<file path="src/rtl/sprite_motion_ctrl_if.sv">
// Corner-probe handshake between the sprite motion sequencer and the wall lookup.
// The master presents a coordinate with valid; the slave answers with ack and wall.
interface sprite_motion_ctrl_if;
    logic       probe_valid;
    logic [9:0] probe_x;
    logic [9:0] probe_y;
    logic       probe_ack;
    logic       probe_wall;

    modport master (
        output probe_valid, probe_x, probe_y,
        input  probe_ack, probe_wall
    );

    modport slave (
        input  probe_valid, probe_x, probe_y,
        output probe_ack, probe_wall
    );
endinterface

</file>
<file path="src/rtl/sprite_motion_ctrl.sv">
// Frame-paced sprite motion sequencer: clamps a candidate step, probes its four
// corners against the wall lookup, then commits or rejects the move.
module sprite_motion_ctrl #(
    parameter logic [9:0] START_X   = 10'd6,
    parameter logic [9:0] START_Y   = 10'd406,
    parameter logic [9:0] SPR_W     = 10'd70,
    parameter logic [9:0] SPR_H     = 10'd70,
    parameter logic [9:0] STEP      = 10'd2,
    parameter logic [3:0] FRAME_DIV = 4'd1,
    parameter logic [9:0] X_MIN     = 10'd6,
    parameter logic [9:0] X_MAX     = 10'd635,
    parameter logic [9:0] Y_MIN     = 10'd6,
    parameter logic [9:0] Y_MAX     = 10'd475
) (
    input  logic                        pclk,
    input  logic                        rst,
    input  logic                        frame_tick,
    input  logic [3:0]                  dir_req,
    sprite_motion_ctrl_if.master        prb,
    output logic [9:0]                  pos_x,
    output logic [9:0]                  pos_y,
    output logic                        busy,
    output logic                        moved,
    output logic                        blocked,
    output logic                        overrun
);

    localparam logic [10:0] L_STEP  = {1'b0, STEP};
    localparam logic [10:0] L_SPR_W = {1'b0, SPR_W};
    localparam logic [10:0] L_SPR_H = {1'b0, SPR_H};
    localparam logic [10:0] L_X_MIN = {1'b0, X_MIN};
    localparam logic [10:0] L_X_MAX = {1'b0, X_MAX};
    localparam logic [10:0] L_Y_MIN = {1'b0, Y_MIN};
    localparam logic [10:0] L_Y_MAX = {1'b0, Y_MAX};

    typedef enum logic [1:0] {S_IDLE, S_CALC, S_PROBE, S_COMMIT} state_t;
    typedef enum logic [1:0] {D_UP, D_DOWN, D_LEFT, D_RIGHT} dir_t;

    state_t     r_state;
    dir_t       r_dir;
    dir_t       w_dir;
    logic [3:0] r_cnt;
    logic [1:0] r_corner;
    logic [1:0] w_next_corner;
    logic [9:0] r_pos_x, r_pos_y;
    logic [9:0] r_cx, r_cy;
    logic [9:0] r_px, r_py;
    logic [9:0] w_cx, w_cy;
    logic [9:0] w_nx, w_ny;
    logic       r_valid, r_moved, r_blocked, r_overrun;
    logic       w_accept;

    always_comb begin
        w_dir = D_RIGHT;
        if (dir_req[3])      w_dir = D_UP;
        else if (dir_req[2]) w_dir = D_DOWN;
        else if (dir_req[1]) w_dir = D_LEFT;
    end

    // Bound tests run in 11 bits so y+STEP+SPR_H-1 can exceed 1023 without wrapping.
    always_comb begin
        w_cx = r_pos_x;
        w_cy = r_pos_y;
        case (r_dir)
            D_UP:    w_cy = ({1'b0, r_pos_y} < L_Y_MIN + L_STEP) ? Y_MIN : r_pos_y - STEP;
            D_DOWN:  w_cy = ({1'b0, r_pos_y} + L_STEP + L_SPR_H - 11'd1 > L_Y_MAX)
                            ? Y_MAX - SPR_H + 10'd1 : r_pos_y + STEP;
            D_LEFT:  w_cx = ({1'b0, r_pos_x} < L_X_MIN + L_STEP) ? X_MIN : r_pos_x - STEP;
            D_RIGHT: w_cx = ({1'b0, r_pos_x} + L_STEP + L_SPR_W - 11'd1 > L_X_MAX)
                            ? X_MAX - SPR_W + 10'd1 : r_pos_x + STEP;
            default: ;
        endcase
    end

    always_comb begin
        w_next_corner = r_corner + 2'd1;
        w_nx          = r_cx + (w_next_corner[0] ? SPR_W - 10'd1 : '0);
        w_ny          = r_cy + (w_next_corner[1] ? SPR_H - 10'd1 : '0);
        w_accept      = (r_cnt == FRAME_DIV - 4'd1);
    end

    always_ff @(posedge pclk) begin
        if (rst) begin
            r_state   <= S_IDLE;
            r_dir     <= D_RIGHT;
            r_cnt     <= '0;
            r_corner  <= '0;
            r_pos_x   <= START_X;
            r_pos_y   <= START_Y;
            r_cx      <= START_X;
            r_cy      <= START_Y;
            r_px      <= '0;
            r_py      <= '0;
            r_valid   <= 1'b0;
            r_moved   <= 1'b0;
            r_blocked <= 1'b0;
            r_overrun <= 1'b0;
        end else begin
            r_moved   <= 1'b0;
            r_blocked <= 1'b0;
            r_overrun <= frame_tick && (r_state != S_IDLE);
            case (r_state)
                S_IDLE: begin
                    if (frame_tick) begin
                        if (w_accept) begin
                            r_cnt <= '0;
                            if (dir_req != 4'd0) begin
                                r_dir   <= w_dir;
                                r_state <= S_CALC;
                            end
                        end else begin
                            r_cnt <= r_cnt + 4'd1;
                        end
                    end
                end
                S_CALC: begin
                    if (w_cx == r_pos_x && w_cy == r_pos_y) begin
                        r_state <= S_IDLE;
                    end else begin
                        r_cx     <= w_cx;
                        r_cy     <= w_cy;
                        r_px     <= w_cx;
                        r_py     <= w_cy;
                        r_corner <= '0;
                        r_valid  <= 1'b1;
                        r_state  <= S_PROBE;
                    end
                end
                S_PROBE: begin
                    if (r_valid && prb.probe_ack) begin
                        if (prb.probe_wall) begin
                            r_valid   <= 1'b0;
                            r_blocked <= 1'b1;
                            r_state   <= S_IDLE;
                        end else if (r_corner == 2'd3) begin
                            r_valid <= 1'b0;
                            r_state <= S_COMMIT;
                        end else begin
                            r_corner <= w_next_corner;
                            r_px     <= w_nx;
                            r_py     <= w_ny;
                        end
                    end
                end
                S_COMMIT: begin
                    r_pos_x <= r_cx;
                    r_pos_y <= r_cy;
                    r_moved <= 1'b1;
                    r_state <= S_IDLE;
                end
                default: r_state <= S_IDLE;
            endcase
        end
    end

    assign prb.probe_valid = r_valid;
    assign prb.probe_x     = r_px;
    assign prb.probe_y     = r_py;
    assign pos_x           = r_pos_x;
    assign pos_y           = r_pos_y;
    assign busy            = (r_state != S_IDLE);
    assign moved           = r_moved;
    assign blocked         = r_blocked;
    assign overrun         = r_overrun;

endmodule

</file>
<file path="src/flat_wrapper.sv">
// flat-port wrapper written by rule: the top's interface ports become plain ports
module sprite_motion_ctrl_flat 
#(
    parameter logic [9:0] START_X   = 10'd6,
    parameter logic [9:0] START_Y   = 10'd406,
    parameter logic [9:0] SPR_W     = 10'd70,
    parameter logic [9:0] SPR_H     = 10'd70,
    parameter logic [9:0] STEP      = 10'd2,
    parameter logic [3:0] FRAME_DIV = 4'd1,
    parameter logic [9:0] X_MIN     = 10'd6,
    parameter logic [9:0] X_MAX     = 10'd635,
    parameter logic [9:0] Y_MIN     = 10'd6,
    parameter logic [9:0] Y_MAX     = 10'd475
)
  (pclk, rst, frame_tick, dir_req, pos_x, pos_y, busy, moved, blocked, overrun, prb_probe_valid, prb_probe_x, prb_probe_y, prb_probe_ack, prb_probe_wall);
  sprite_motion_ctrl_if prb_i ();
  input  logic pclk;
  input  logic rst;
  input  logic frame_tick;
  input  logic [3:0] dir_req;
  output logic [9:0] pos_x;
  output logic [9:0] pos_y;
  output logic busy;
  output logic moved;
  output logic blocked;
  output logic overrun;
  output wire logic [$bits(prb_i.probe_valid)-1:0] prb_probe_valid;
  output wire logic [$bits(prb_i.probe_x)-1:0] prb_probe_x;
  output wire logic [$bits(prb_i.probe_y)-1:0] prb_probe_y;
  input wire logic [$bits(prb_i.probe_ack)-1:0] prb_probe_ack;
  input wire logic [$bits(prb_i.probe_wall)-1:0] prb_probe_wall;
  assign prb_probe_valid = prb_i.probe_valid;
  assign prb_probe_x = prb_i.probe_x;
  assign prb_probe_y = prb_i.probe_y;
  assign prb_i.probe_ack = prb_probe_ack;
  assign prb_i.probe_wall = prb_probe_wall;
  sprite_motion_ctrl #(.START_X(START_X), .START_Y(START_Y), .SPR_W(SPR_W), .SPR_H(SPR_H), .STEP(STEP), .FRAME_DIV(FRAME_DIV), .X_MIN(X_MIN), .X_MAX(X_MAX), .Y_MIN(Y_MIN), .Y_MAX(Y_MAX)) u_core (.pclk(pclk), .rst(rst), .frame_tick(frame_tick), .dir_req(dir_req), .prb(prb_i), .pos_x(pos_x), .pos_y(pos_y), .busy(busy), .moved(moved), .blocked(blocked), .overrun(overrun));
endmodule
</file>
<file path="config.mk">
export PLATFORM = sky130hd
export DESIGN_NAME = sprite_motion_ctrl_flat
export DESIGN_NICKNAME = d
export VERILOG_FILES = /design/src/rtl/sprite_motion_ctrl_if.sv /design/src/rtl/sprite_motion_ctrl.sv /design/src/flat_wrapper.sv
export SDC_FILE = /design/constraint.sdc
export NUM_CORES = 1
export LEC_CHECK = 0
export BUFFER_PORTS_ARGS = -buffer_cell sky130_fd_sc_hd__buf_2
export CAP_MARGIN = 20
export CELL_PAD_IN_SITES_DETAIL_PLACEMENT = 0
export CELL_PAD_IN_SITES_GLOBAL_PLACEMENT = 1
export CORE_ASPECT_RATIO = 0.75
export CORE_UTILIZATION = 48
export CTS_CLUSTER_SIZE = 24
export DETAILED_ROUTE_END_ITERATION = 6
export HOLD_SLACK_MARGIN = 0.12
export PLACE_DENSITY = 0.83
export SLEW_MARGIN = 5
export SYNTH_ARGS = -nofsm -noshare
export SYNTH_HDL_FRONTEND = slang
export SYNTH_SLANG_ARGS = --single-unit
</file>
<file path="constraint.sdc">
create_clock -name pclk -period 6.4 [get_ports pclk]
set_clock_uncertainty 0.15 [all_clocks]
set_input_delay 0.32 -clock pclk [delete_from_list [all_inputs] [get_ports pclk]]
set_output_delay 0.32 -clock pclk [all_outputs]
set_load 0.03 [all_outputs]
</file>
==> results of run 1 <==
[how the worst max path moves through the flow]
stage	to	slack (ns)	cells past startpoint
floorplan	u_core.prb.probe_x[3]$_SDFFE_PP0P_	2.44	13
global route	u_core.prb.probe_x[3]$_SDFFE_PP0P_	1.14	12
finish	u_core.prb.probe_x[3]$_SDFFE_PP0P_	1.44	12
detailed placement	u_core.prb.probe_x[3]$_SDFFE_PP0P_	1.49	12
global placement	u_core.prb.probe_x[3]$_SDFFE_PP0P_	1.62	12
CTS	u_core.prb.probe_x[3]$_SDFFE_PP0P_	1.49	12
[kinds of logic after synthesis]
group	share of synthesized area [%]
adders and majority gates	5.75
AOI/OAI and AO/OA	26.1
muxes	7.23
buffers and inverters	5.75
xor gates and xnor gates	4.03
DFF	27.2
and+or+nand+nor	23.9
[stage by stage]
stage	area, um2	cells	hold slack, ns	worst slack (ns)	total power [mW]
final	6050	869	0.131	1.44	1.93
after CTS	6050	869	0.123	1.49	1.93
after global routing	6050	869	0.130	1.14	2.04
after floorplan	5440	702	0.297	2.44	1.21
after global placement	5710	850	0.298	1.62	1.40
after detailed placement	5710	850	0.312	1.49	1.41
[layout make-up]
| type | count | area [um2] |
|---|---|---|
| fillers | 1079 | 4940 |
| multi-input cells | 552 | 3650 |
| flip-flops and latches | 74 | 1480 |
| repair buffers | 63 | 348 |
| clock buffers | 9 | 225 |
| well taps | 140 | 175 |
| inverters | 24 | 90.1 |
| clock inverters | 7 | 77.6 |
[where the power goes]
| group | total (mW) | leakage, nW | switching (mW) | internal, mW |
|---|---|---|---|---|
| sequential | 0.590 | 0.601 | 0.0650 | 0.525 |
| combinational | 0.823 | 1.58 | 0.548 | 0.275 |
| clock | 0.516 | 0.146 | 0.211 | 0.305 |
[state kept, by name (all words and copies together) (netlist names), 4 cells and up]
name	count
u_core.pos_x	10
u_core.pos_y	10
u_core.prb.probe_x	10
u_core.prb.probe_y	10
u_core.r_cx	10
u_core.r_cy	10
u_core.r_cnt	4
[layout by cell type (no fill, tap or decap), types with 5 or more instances in the layout]
cell / Yosys / layout
mux2i_1: 37 / 37
a311oi_2: 5 / 5
buf_2: 7 / 53
or3_1: 8 / 8
o21ai_0: 32 / 32
nand2b_1: 8 / 8
nor2_1: 67 / 67
nand4_1: 12 / 12
buf_4: 3 / 7
a21o_1: 5 / 5
a21oi_1: 41 / 41
clkbuf_16: 0 / 9
xnor2_1: 11 / 11
and2_1: 5 / 5
nand2_1: 73 / 73
o211ai_1: 26 / 26
inv_1: 21 / 21
a31oi_1: 8 / 7
nor4_1: 10 / 10
nand3_1: 21 / 21
o311ai_0: 6 / 6
and3_1: 6 / 6
nor2b_1: 9 / 9
nor3b_1: 5 / 5
o21ai_1: 11 / 11
a211oi_1: 6 / 6
xor2_1: 14 / 14
dfxtp_1: 74 / 74
nor3_1: 22 / 22
ha_1: 25 / 25
[layer usage]
metal / track usage, % / up-vias / wire, um
met5: 0 / - / 0
met4: 7.22 / 0 / 247
met3: 6.15 / 28 / 1280
met2: 48.0 / 227 / 7630
met1: 39.0 / 2570 / 7640
li1: - / 2655 / -
==> results.cfg, run 1 <==
[setup_path]
r2r_start = u_core.pos_y[2]$_SDFFE_PP1P_
cp_slowest_cell = or4b_1
start_kind = flop
reg2reg_setup_slack_ns = 1.44
crit_path_max_incr_delay_ns = 0.56
startpoint = u_core.pos_y[2]$_SDFFE_PP1P_
crit_fanout = 17
worstSetupEndpointType = flop
worstPathRequired_ns = 6.48
arrival_ns = 5.04
ff2ff_path_depth = 12
criticalPathCategory = flop to flop
worstPathCellList = inv_1 -> ha_1 -> a21bo_2 -> nor4b_1 -> o21ai_1 -> o211ai_2 -> nor2_1 -> or4b_1 -> nor4_4 -> nand4_2 -> nand2_1 -> mux2_2
timing.critical_path.buf_inv = 1
regToRegEndpoint = u_core.prb.probe_x[3]$_SDFFE_PP0P_
cp_top_family = simple AND/OR/NAND/NOR gates

[synth]
synth_area_leaders = dfxtp_1 27%, mux2i_1 6.8%, ha_1 5.8%
ys.flop_type = dfxtp_1
synthCells = 702
seq_area_frac_synth_pct = 27.2
ys_warn_count = 0
synth_most_common_cell = dfxtp_1
syn_avg_cell_area_um2 = 7.74
synth_commonest_cells = 74 x dfxtp_1, 73 x nand2_1, 67 x nor2_1
synth_edf_count = 0
netlist.area_leader.share_pct = 27.2
async_flop_share_pct = 0
synth_top_area_cell = dfxtp_1
syn_nets = 736
synth_seq_cells = 74
synth.distinct_cells = 79
mappedNetlistArea_um2 = 5440

[detailed_routing]
firstDrtPassIters = 7
routed_via_density = 6.31
routedWlPerCell_um = 19.3
drc = 6
drt_iter0_drc = 552
wirelength_um = 16800
route.vias.total = 5480
ant_nets = 0

[run_status]
violations = DRC
status = finished with violations

[die]
die_area_um2 = 11800
fp.dieW_um = 125
initial_core_util_pct = 49.5
fp-row-count = 33
num_io_pins = 54
die_h_um = 94.2
core_area_um2 = 11000

[finish]
syn_to_final_growth_pct = 11.2
drive_gt1_share_pct = 13.6
post-route-util_pct = 55.0
diodes = 0
num-nets-final = 758

[timing]
hold_viol = 0
rsz0062_at_grt = false
timing.fmax_mhz = 202
min_period_over_period_pct = 77.4
finalSetupTns_ns = 0
setup_violations = 0
period_needed_ns = 4.96
slew_headroom_pct = 33.3
slew_violations = 0
worstMarginPinSlew_ns = 1.00

[power_and_ir_drop]
vdd_drop_max_mv = 0.147
p_leak_nw = 2.32
power_density_nw_per_um2 = 319

[placed_design]
gp_congestion = 0.952
dp_hpwl_um = 12200
io_buffers = 53

[cts]
cts_max_level = 3
cts_resized = 0
cts_tree = built
path_clk_slew_ns = 0.06
cts_hold_buf = 3
root_buffer = clkbuf_16
clk_latency_ns = 0.34
cts_buffer_depth = 2
post_cts_buffers = 0
cts_sinks = 74
cts_buffers = 9

[global_routing]
grt_max_degree = 51
grt.overflow.total = 0
grt_pass1_wl_um = 26600
antenna_found_initial = 0
groute.usage.overall_pct = 29.2
grt_pass1_vias = 4829

[worst_hold_path]
worstHoldPathCells = 2
holdCritPathClass = input pin to flop
hp-start = frame_tick
hold_end = u_core.overrun$_SDFF_PP0_

[flow_run]
cap_violations = 0
Power figures use the tool's default switching activity.
==> run 2: changes to the inputs <==
Settings changed: CORE_UTILIZATION 48 to 45, PLACE_DENSITY 0.83 to 0.79.
Clock period 6.4 ns to 4.9 ns, I/O delays scaled along.
==> run 2 against run 1 <==
Against the previous run: the flow now finishes without violations; highest routed layer unchanged; worst setup slack worse by 1.1 ns; power is 32% higher; die area is 6.5% higher; sequential power is 32% higher; register-to-register slack worse by 1.1 ns; combinational power is 35% higher; first-iteration DRC count is 4.5% lower; clock power is 28% higher; final cell count is 4.7% higher; fmax is 9.7% higher; via count is 1.5% higher; core utilization is 1.9 points lower.
==> results.cfg, run 2 (synthesis gave the netlist of run 1 again) <==
[timing]
worstMarginPinSlew_ns = 1.02
slew_headroom_pct = 31.7
slew_violations = 0
setup_violations = 0
hold_viol = 0
min_period_over_period_pct = 92.2
timing.fmax_mhz = 221
rsz0062_at_grt = false
period_needed_ns = 4.52
finalSetupTns_ns = 0

[cts]
root_buffer = clkbuf_16
cts_max_level = 3
cts_sinks = 74
cts_tree = built
clk_latency_ns = 0.34
cts_buffer_depth = 2
cts_buffers = 9
path_clk_slew_ns = 0.06
post_cts_buffers = 0

[setup_path]
worstSetupEndpointType = flop
reg2reg_setup_slack_ns = 0.38
start_kind = flop
timing.critical_path.buf_inv = 2
cp_slowest_cell = a21boi_0
arrival_ns = 4.56
cp_top_family = compound AO/OA/AOI/OAI gates
worstPathCellList = inv_1 -> ha_1 -> a21boi_0 -> o31ai_1 -> o32a_1 -> o21ai_1 -> o21ai_0 -> o211a_1 -> a31oi_4 -> buf_4 -> mux2i_1 -> nand2_1
crit_path_max_incr_delay_ns = 0.59
criticalPathCategory = flop to flop
worstPathRequired_ns = 4.94
crit_fanout = 13

[global_routing]
grt_pass1_wl_um = 28200
groute.usage.overall_pct = 28.6
grt.overflow.total = 0
grt_pass1_vias = 5255
antenna_found_initial = 0
grt_max_degree = 51

[finish]
final_cells = 910
mostFrequentLayoutCell = dfxtp_1
final_cell_mix = 74 x dfxtp_1, 73 x nand2_1, 67 x nor2_1
drive_gt1_share_pct = 15.6
diodes = 0
num-nets-final = 777
post-route-util_pct = 53.2
syn_to_final_growth_pct = 14.4

[die]
initial_core_util_pct = 46.5
num_io_pins = 54
die_area_um2 = 12500
die_h_um = 97.2
core_area_um2 = 11700
fp.dieW_um = 129
fp-row-count = 34

[detailed_routing]
drc = 0
routedWlPerCell_um = 19.0
route.vias.total = 5564
drt_iter0_drc = 527
routed_via_density = 6.11
ant_nets = 0
wirelength_um = 17300
firstDrtPassIters = 5

[worst_hold_path]
holdCritPathClass = input pin to flop

[placed_design]
post-place-cells = 890
io_buffers = 53
dp_hpwl_um = 12700
gp_congestion = 0.976

[run_status]
status = finished, final reports clean

[power_and_ir_drop]
vdd_drop_max_mv = 0.192
power_density_nw_per_um2 = 410
p_leak_nw = 2.41

[flow_run]
cap_violations = 0
run 2: per-layer routing:
layer | GRT usage, % | routed length [um] | share of wire [%] | vias to the layer above
met3 | 5.23 | 1040 | 6.0 | 31
met4 | 9.23 | 434 | 2.5 | 0
met2 | 44.6 | 7740 | 45 | 194
met1 | 39.7 | 8060 | 47 | 2669
li1 | - | - | - | 2670
met5 | 0 | 0 | 0 | -
run 2: final cells by class:
| class | count | area, um2 |
|---|---|---|
| fill | 1104 | 5480 |
| inverter | 24 | 90.1 |
| clock buffer | 9 | 225 |
| tap | 162 | 203 |
| sequential | 74 | 1480 |
| timing repair buffer | 82 | 493 |
| clock inverter | 7 | 70.1 |
| multi-input combinational | 552 | 3660 |
run 2: report_power, final:
group | total [mW] | internal, mW | switching, mW | leakage, nW
Combinational | 1.11 | 0.391 | 0.717 | 1.67
Clock | 0.660 | 0.392 | 0.268 | 0.133
Sequential | 0.780 | 0.686 | 0.0940 | 0.601
Total | 2.55 | 1.47 | 1.08 | 2.41
run 2: final timing paths:
kind / startpoint / endpoint / cells past startpoint
setup / recovery: u_core.pos_x[2]$_SDFFE_PP1P_ / u_core.r_cy[8]$_SDFFE_PP1P_ / 12
setup reg to reg: u_core.pos_x[2]$_SDFFE_PP1P_ / u_core.r_cy[8]$_SDFFE_PP1P_ / 12
hold reg to reg: u_core.prb.probe_x[9]$_SDFFE_PP0P_ / u_core.prb.probe_x[9]$_SDFFE_PP0P_ / 1
hold / removal: dir_req[1] / u_core.r_dir[0]$_SDFFE_PP1P_ / 3
run 2: stage by stage:
stage,total power [mW],instance area [um2],hold slack (ns),setup slack (ns)
3_3_place_gp,1.86,5880,0.296,0.443
5_1_grt,2.70,6220,0.139,0.0833
4_1_cts,2.54,6210,0.128,0.221
6_report,2.55,6220,0.129,0.380
2_1_floorplan,1.58,5440,0.222,0.937
3_5_place_dp,1.88,5880,0.311,0.236
run 2: what timing repair did:
item / CTS / global route
hold endpoints to repair: 5 / 0
gates resized for setup: 0 / 1
endpoints found under the setup margin: 0 / 11
hold buffers: 4 / 0
run 2: worst reg2reg max path, cell delays in order, from the launching register on:
cell	delay [ns]
dfxtp_1	0.41
inv_1	0.26
ha_1	0.29
a21boi_0	0.59
o31ai_1	0.20
o32a_1	0.44
o21ai_1	0.44
o21ai_0	0.21
o211a_1	0.30
a31oi_4	0.45
buf_4	0.33
mux2i_1	0.24
nand2_1	0.07
